--- src/rtl/price_pkg.sv ---
// Shared types and the unit-price table for line_price_engine.
// Prices are 3-digit BCD (cents); unknown IDs read back as all-ones.
package price_pkg;

  typedef enum logic [2:0] {
    S_IDLE,
    S_LOAD,
    S_SHIFT,
    S_ADD,
    S_DONE
  } lpe_state_e;

  function automatic logic [31:0] price_lookup(input logic [31:0] id);
    logic [31:0] p;
    case (id)
      32'd0:   p = 32'h250;
      32'd1:   p = 32'h125;
      32'd2:   p = 32'h399;
      32'd3:   p = 32'h100;
      32'd4:   p = 32'h075;
      32'd5:   p = 32'h995;
      32'd6:   p = 32'h001;
      32'd7:   p = 32'h480;
      32'd8:   p = 32'h612;
      32'd9:   p = 32'h333;
      32'd10:  p = 32'h909;
      32'd11:  p = 32'h050;
      default: p = '1;
    endcase
    return p;
  endfunction

endpackage

--- src/rtl/bcd_digit_add.sv ---
// One decimal digit of a ripple BCD adder: binary add then +6 correction.
module bcd_digit_add (
  input  logic [3:0] a,
  input  logic [3:0] b,
  input  logic       cin,
  output logic [3:0] sum,
  output logic       cout
);

  logic [4:0] raw;

  always_comb begin
    raw  = {1'b0, a} + {1'b0, b} + {4'b0000, cin};
    cout = (raw > 5'd9);
    sum  = cout ? 4'(raw + 5'd6) : raw[3:0];
  end

endmodule

--- src/rtl/line_price_engine.sv ---
// BCD line-price engine: unit price x quantity by shift-and-add, one digit at a time.
// Optional running subtotal enabled by `define LINE_PRICE_SUBTOTAL_EN.
module line_price_engine
  import price_pkg::*;
#(
  parameter int PRICE_DIGITS = 3,
  parameter int QTY_DIGITS   = 2,
  parameter int ID_W         = 4,
  parameter int N_PRODUCTS   = 12,
  parameter int SUB_DIGITS   = PRICE_DIGITS + QTY_DIGITS + 2
) (
  input  logic                                  CLK,
  input  logic                                  RESET_N,
  input  logic                                  START,
  input  logic [ID_W-1:0]                       ID,
  input  logic [4*QTY_DIGITS-1:0]               QTT,
  input  logic                                  CLEAR,
  output logic                                  BUSY,
  output logic                                  DONE,
  output logic                                  ERR,
  output logic [4*(PRICE_DIGITS+QTY_DIGITS)-1:0] PRICE,
  output logic [4*SUB_DIGITS-1:0]               SUBTOTAL,
  output logic                                  OVF
);

  localparam int UW = 4 * PRICE_DIGITS;
  localparam int QW = 4 * QTY_DIGITS;
  localparam int PD = PRICE_DIGITS + QTY_DIGITS;
  localparam int PW = 4 * PD;
  localparam int SW = 4 * SUB_DIGITS;
  localparam int CW = $clog2(QTY_DIGITS + 1);

  lpe_state_e      state, state_n;
  logic [ID_W-1:0] id_r, id_n;
  logic [QW-1:0]   qtt_r, qtt_n;
  logic [UW-1:0]   unit_r;
  logic [PW-1:0]   acc_r, acc_n, add_sum, unit_ext;
  logic [3:0]      cnt_r, cnt_n;
  logic [CW-1:0]   dig_r, dig_n;
  logic [PW-1:0]   price_r;
  logic            err_r;
  logic            qtt_bad, bad_req;
  logic [PD:0]     pc;
  logic            unused_pcarry;

  always_comb begin
    qtt_bad = 1'b0;
    for (int unsigned i = 0; i < QTY_DIGITS; i++)
      if (qtt_r[4*i +: 4] > 4'd9) qtt_bad = 1'b1;
  end

  assign bad_req = qtt_bad || (32'(id_r) >= 32'(N_PRODUCTS));

  // Product adder: accumulator + unit price, digit-serial carry chain
  assign unit_ext      = PW'(unit_r);
  assign pc[0]         = 1'b0;
  assign unused_pcarry = pc[PD];

  for (genvar g = 0; g < PD; g++) begin : g_prod
    bcd_digit_add u_add (
      .a   (acc_r[4*g +: 4]),
      .b   (unit_ext[4*g +: 4]),
      .cin (pc[g]),
      .sum (add_sum[4*g +: 4]),
      .cout(pc[g+1])
    );
  end

  always_comb begin
    state_n = state;
    id_n    = id_r;
    qtt_n   = qtt_r;
    acc_n   = acc_r;
    cnt_n   = cnt_r;
    dig_n   = dig_r;
    case (state)
      S_IDLE: begin
        if (START) begin
          id_n    = ID;
          qtt_n   = QTT;
          state_n = S_LOAD;
        end
      end
      S_LOAD: begin
        acc_n   = '0;
        dig_n   = CW'(QTY_DIGITS);
        state_n = bad_req ? S_DONE : S_SHIFT;
      end
      S_SHIFT: begin
        // Consume the MSD: shift it out of qtt_r and into the add counter
        acc_n = acc_r << 4;
        cnt_n = qtt_r[QW-1 -: 4];
        qtt_n = qtt_r << 4;
        dig_n = dig_r - CW'(1);
        if (qtt_r[QW-1 -: 4] != 4'd0)
          state_n = S_ADD;
        else if (dig_r == CW'(1))
          state_n = S_DONE;
      end
      S_ADD: begin
        acc_n = add_sum;
        cnt_n = cnt_r - 4'd1;
        if (cnt_r == 4'd1)
          state_n = (dig_r == '0) ? S_DONE : S_SHIFT;
      end
      S_DONE:  state_n = S_IDLE;
      default: state_n = S_IDLE;
    endcase
  end

  always_ff @(posedge CLK or negedge RESET_N) begin
    if (!RESET_N) begin
      state   <= S_IDLE;
      id_r    <= '0;
      qtt_r   <= '0;
      unit_r  <= '0;
      acc_r   <= '0;
      cnt_r   <= '0;
      dig_r   <= '0;
      price_r <= '1;
      err_r   <= 1'b0;
    end else begin
      state <= state_n;
      id_r  <= id_n;
      qtt_r <= qtt_n;
      acc_r <= acc_n;
      cnt_r <= cnt_n;
      dig_r <= dig_n;
      if (state == S_LOAD)
        unit_r <= UW'(price_lookup(32'(id_r)));
      // Result lands in PRICE only on the transition into DONE
      if (state_n == S_DONE && state != S_DONE) begin
        price_r <= (state == S_LOAD) ? '1 : acc_n;
        err_r   <= (state == S_LOAD);
      end
    end
  end

  assign BUSY  = (state != S_IDLE);
  assign DONE  = (state == S_DONE);
  assign ERR   = (state == S_DONE) && err_r;
  assign PRICE = price_r;

`ifdef LINE_PRICE_SUBTOTAL_EN
  logic [SW-1:0]       sub_r, sub_sum, price_ext;
  logic [SUB_DIGITS:0] sc;
  logic                ovf_r;

  assign price_ext = SW'(price_r);
  assign sc[0]     = 1'b0;

  for (genvar g = 0; g < SUB_DIGITS; g++) begin : g_sub
    bcd_digit_add u_add (
      .a   (sub_r[4*g +: 4]),
      .b   (price_ext[4*g +: 4]),
      .cin (sc[g]),
      .sum (sub_sum[4*g +: 4]),
      .cout(sc[g+1])
    );
  end

  always_ff @(posedge CLK or negedge RESET_N) begin
    if (!RESET_N) begin
      sub_r <= '0;
      ovf_r <= 1'b0;
    end else if (CLEAR) begin
      sub_r <= '0;
      ovf_r <= 1'b0;
    end else if (state == S_DONE && !err_r) begin
      if (sc[SUB_DIGITS]) begin
        sub_r <= {SUB_DIGITS{4'h9}};
        ovf_r <= 1'b1;
      end else begin
        sub_r <= sub_sum;
      end
    end
  end

  assign SUBTOTAL = sub_r;
  assign OVF      = ovf_r;
`else
  logic unused_clear;
  assign unused_clear = CLEAR;
  assign SUBTOTAL     = '0;
  assign OVF          = 1'b0;
`endif

endmodule

--- config.mk ---
export PLATFORM = sky130hd
export DESIGN_NAME = line_price_engine
export DESIGN_NICKNAME = d
export VERILOG_FILES = /design/src/rtl/price_pkg.sv /design/src/rtl/bcd_digit_add.sv /design/src/rtl/line_price_engine.sv
export SDC_FILE = /design/constraint.sdc
export NUM_CORES = 1
export LEC_CHECK = 0
export ABC_CLOCK_PERIOD_IN_PS = 7000
export BUFFER_PORTS_ARGS = -buffer_cell sky130_fd_sc_hd__buf_2
export CELL_PAD_IN_SITES_DETAIL_PLACEMENT = 1
export CELL_PAD_IN_SITES_GLOBAL_PLACEMENT = 1
export CORE_AREA = 8 8 163 103
export CTS_CLUSTER_SIZE = 20
export DETAILED_ROUTE_END_ITERATION = 10
export DIE_AREA = 0 0 171 111
export PLACE_DENSITY_LB_ADDON = 0.1
export SETUP_SLACK_MARGIN = 0.3
export SYNTH_ARGS = -nofsm -noshare
export SYNTH_HDL_FRONTEND = slang
export SYNTH_SLANG_ARGS = --single-unit
--- constraint.sdc ---
create_clock -name CLK -period 7 [get_ports CLK]
set_clock_uncertainty 0.15 [all_clocks]
set_input_delay 0.7 -clock CLK [delete_from_list [all_inputs] [get_ports CLK]]
set_output_delay 0.7 -clock CLK [all_outputs]
set_load 0.02 [all_outputs]
==> reports/qor.csv <==
stage,metric,value,unit
run_status,outcome,completed,
sta,RSZ-0062 raised after global routing,yes,
cts,CTS Buffer Depth,2,
die,Initial Utilization,34.4,%
pwr,PD cells,587,nW/µm²
sta,Final min period,6.95,ns
pwr,switch share,45.5,%
setup_path,r2r setup slk,0.05,ns
detailed_routing,# DRC,0,
cts,H-tree levels,3,
setup_path,FF-to-FF Start,acc_r[0]$_DFF_PN0_,
synth,cell count after synthesis,547,
setup_path,CP max-delay cell,fa_2,
synth,number of synthesized register bits,74,
synth,mapped cell area,4920,µm²
cts,CTS root buf,clkbuf_16,
detailed_routing,vias post-DR,4189,
pwr,Clk pwr share,13.5,%
synth,register area share after synthesis,38.1,%
placed_design,dpl cell area,5510,µm²
placed_design,Final GP Congestion,0.818,
setup_path,crit path DAT,7.06,ns
sta,Max Transition Viols Final,0,
sta,Final Hold Violating Endpoints,0,
die,Ports,68,
final_layout,share of layout cells above drive strength 1,30.9,%
sta,Setup TNS Final,0,ns
detailed_routing,Pre-antenna DRT Iters,4,
cts,CTS tree,yes,
synth,syn avg cell area,9.00,µm²
grt,largest net degree at the start of global routing,75,
die,Site Rows,34,
setup_path,Critical Path Sink Type,flop,
sta,Achievable Freq,144,MHz
synth,synth cell count leaders,"nand2_1 (62), dfrtp_1 (54), o21ai_0 (47)",
flow_run,Max Cap Viol,0,
detailed_routing,wire per inst,18.6,µm
cts,Num CTS Buffers,9,
synth,Yosys cell types,68,
final_layout,# diodes,0,
die,die width,171,µm
pwr,Comb power frac,61.7,%
detailed_routing,ANT nets after route,0,
grt,total track usage,16.0,%
pwr,VDD IR-drop max,0.240,mV
final_layout,post-route cell area,6030,µm²
sta,crit share post-route,99.3,%
cts,Worst-path clk slew,0.06,ns
detailed_routing,DRT iter0 DRCs,169,
placed_design,port bufs,37,
synth,top-area cell type share of the netlist area,27.5,%
setup_path,reg2reg end,PRICE[19]$_DFFE_PN1P_,
min_path,hold endpoint,unit_r[8]$_DFFE_PN0P_,
setup_path,worst endpoint required time,7.12,ns
setup_path,Crit Path Class,flop to flop,
synth,"EDFF count, synth",0,
setup_path,CP most frequent cell,fa_2,
synth,most numerous cell in the Yosys netlist,nand2_1,
min_path,min-delay worst type,flop to flop,
min_path,Hold Crit Start,unit_r[8]$_DFFE_PN0P_,
die,die height,111,µm
synth,main area contributors after synthesis,"dfrtp_1 (27%), dfstp_2 (11%), ha_1 (7.6%), o21ai_0 (4.8%), nand2_1 (4.7%)",
synth,post-synth top area cell,dfrtp_1,
grt,GRT Residual Overflow,0,
sta,max_slew headroom,31.7,%
detailed_routing,"wirelength, routed",15200,µm
detailed_routing,Vias/cell,5.13,
min_path,worst hold path cell count,2,
sta,Worst-Margin Slew,1.02,ns
cts,worst skew pair latency,0.33,ns
grt,first-pass GRT wire length,24200,µm
final_layout,Nets,665,
pwr,net switching power,1.61,mW
pwr,leakage power,2.73,nW
synth,async set-reset flop share out of synthesis,100,%
setup_path,CP Max Fanout,4,
placed_design,pre-CTS setup slack,-0.133,ns
final_layout,number of fill cells,1673,
pwr,Power Internal,1.93,mW
sta,Final WS setup,0.0520,ns
setup_path,crit start category,flop,
die,full die area,19000,µm²
sta,final setup violation count,0,
final_layout,synth-to-layout area growth,22.6,%
synth,ys flop type,dfrtp_1,
pwr,sequential share of power,24.7,%
die,core footprint,14300,µm²
placed_design,dpl hpwl,11100,µm
setup_path,slowest cell delay on critical path,0.54,ns
cts,CTS sink count,74,
synth,Ys Warns,0,
grt,initial antenna violation count,0,
setup_path,worst-case reg-to-reg path depth,32,
grt,vias in the first global route,4391,
-- state kept, by name (all words and copies together) (netlist names) --
register / count
cnt_r: 4
dig_r: 2
state: 3
acc_r: 20
err_r: 1
PRICE: 20
qtt_r: 8
unit_r: 12
id_r: 4
-- how the worst max path moves through the flow --
stage,startpoint,to,slack (ns)
floorplan,acc_r[0]$_DFF_PN0_,acc_r[17]$_DFF_PN0_,0.19
global placement,unit_r[0]$_DFFE_PN0P_,acc_r[17]$_DFF_PN0_,-0.04
detailed placement,unit_r[0]$_DFFE_PN0P_,acc_r[17]$_DFF_PN0_,-0.13
CTS,acc_r[0]$_DFF_PN0_,acc_r[17]$_DFF_PN0_,0.06
global route,acc_r[0]$_DFF_PN0_,acc_r[17]$_DFF_PN0_,-0.28
finish,acc_r[0]$_DFF_PN0_,PRICE[19]$_DFFE_PN1P_,0.05
-- power groups by stage --
| stage | sequential, mW | clock (mW) | combinational (mW) |
|---|---|---|---|
| detailed placement | 0.883 | 0 | 2.00 |
| CTS | 0.877 | 0.490 | 2.10 |
| finish | 0.875 | 0.479 | 2.19 |
| global route | 0.910 | 0.506 | 2.41 |
| floorplan | 0.852 | 0 | 1.40 |
| global placement | 0.870 | 0 | 1.94 |
-- repair_timing --
| item | 4_1_cts | 5_1_grt |
|---|---|---|
| buffers inserted | 8 | 7 |
| endpoints found under the setup margin | 6 | 6 |
| hold buffers | 0 | 0 |
| gates cloned | 0 | 0 |
| resized for setup | 13 | 9 |
| pin swaps | 21 | 6 |
-- layout by cell type (no fill, tap or decap), types with 6 or more instances in the layout --
cell type,Yosys,routed
buf_2,0,36
buf_4,29,49
dfrtp_1,54,54
ha_4,0,6
o22ai_1,17,17
a21o_1,6,6
o22a_2,11,11
conb_1,1,29
clkbuf_16,0,9
nor2_1,39,39
and3_1,7,6
a31oi_1,6,6
inv_1,23,16
a21oi_1,32,30
nand3_1,13,13
dfstp_2,20,20
nand2_1,62,61
mux2i_1,9,9
nor3_1,7,7
nor2b_1,12,10
o21ai_0,47,44
ha_1,30,22
-- metrics by stage --
step / utilization [%] / total power, mW / hold slack, ns / cells
after floorplan: - / 2.25 / 0.254 / 575
after global placement: 38.6 / 2.81 / 0.323 / 786
after detailed placement: 38.6 / 2.89 / 0.337 / 786
after CTS: 41.5 / 3.47 / 0.352 / 810
after global routing: 42.2 / 3.82 / 0.374 / 817
final: 42.2 / 3.54 / 0.344 / 817
-- metal layers --
| layer | GRT usage (%) | share of wire, % | vias to the layer above |
|---|---|---|---|
| li1 | - | - | 2011 |
| met1 | 22.8 | 51 | 2116 |
| met2 | 24.3 | 45 | 53 |
| met3 | 3.02 | 2.5 | 9 |
| met4 | 3.87 | 0.80 | 0 |
| met5 | 0 | 0 | - |
-- worst max-delay path: cells and delay by family (launching register included) --
family	cells	cell delay (ns)
xor gates and xnor gates	2	0.39
adders and majority gates	11	3.03
DFF	1	0.38
and+or+nand+nor	6	0.87
AOI/OAI and AO/OA	9	1.74
buffers and inverters	4	0.30
-- cells by family (layout without fill, tap and decap cells) --
family	count (synthesis)	count (layout)	share of synthesized area, %
compound gates	159	159	21.3
flops	74	74	38.1
mux	9	9	1.83
other cells	1	29	0.0762
xor+xnor	11	11	1.96
fa+ha+maj	35	35	9.66
buf+inv	82	126	9.36
simple gates	176	176	17.7
-- cell type report --
type / count / area (µm²) / area share, %
Timing Repair Buffer: 86 / 559 / 9.27
Clock inverter: 5 / 52.6 / 0.871
Multi-Input combinational cell: 419 / 2950 / 48.8
Sequential cell: 74 / 1880 / 31.1
Clock buffer: 11 / 253 / 4.19
Inverter: 24 / 97.6 / 1.62
Tap cell: 198 / 248 / 4.11
(Power assumes the default switching activity.)
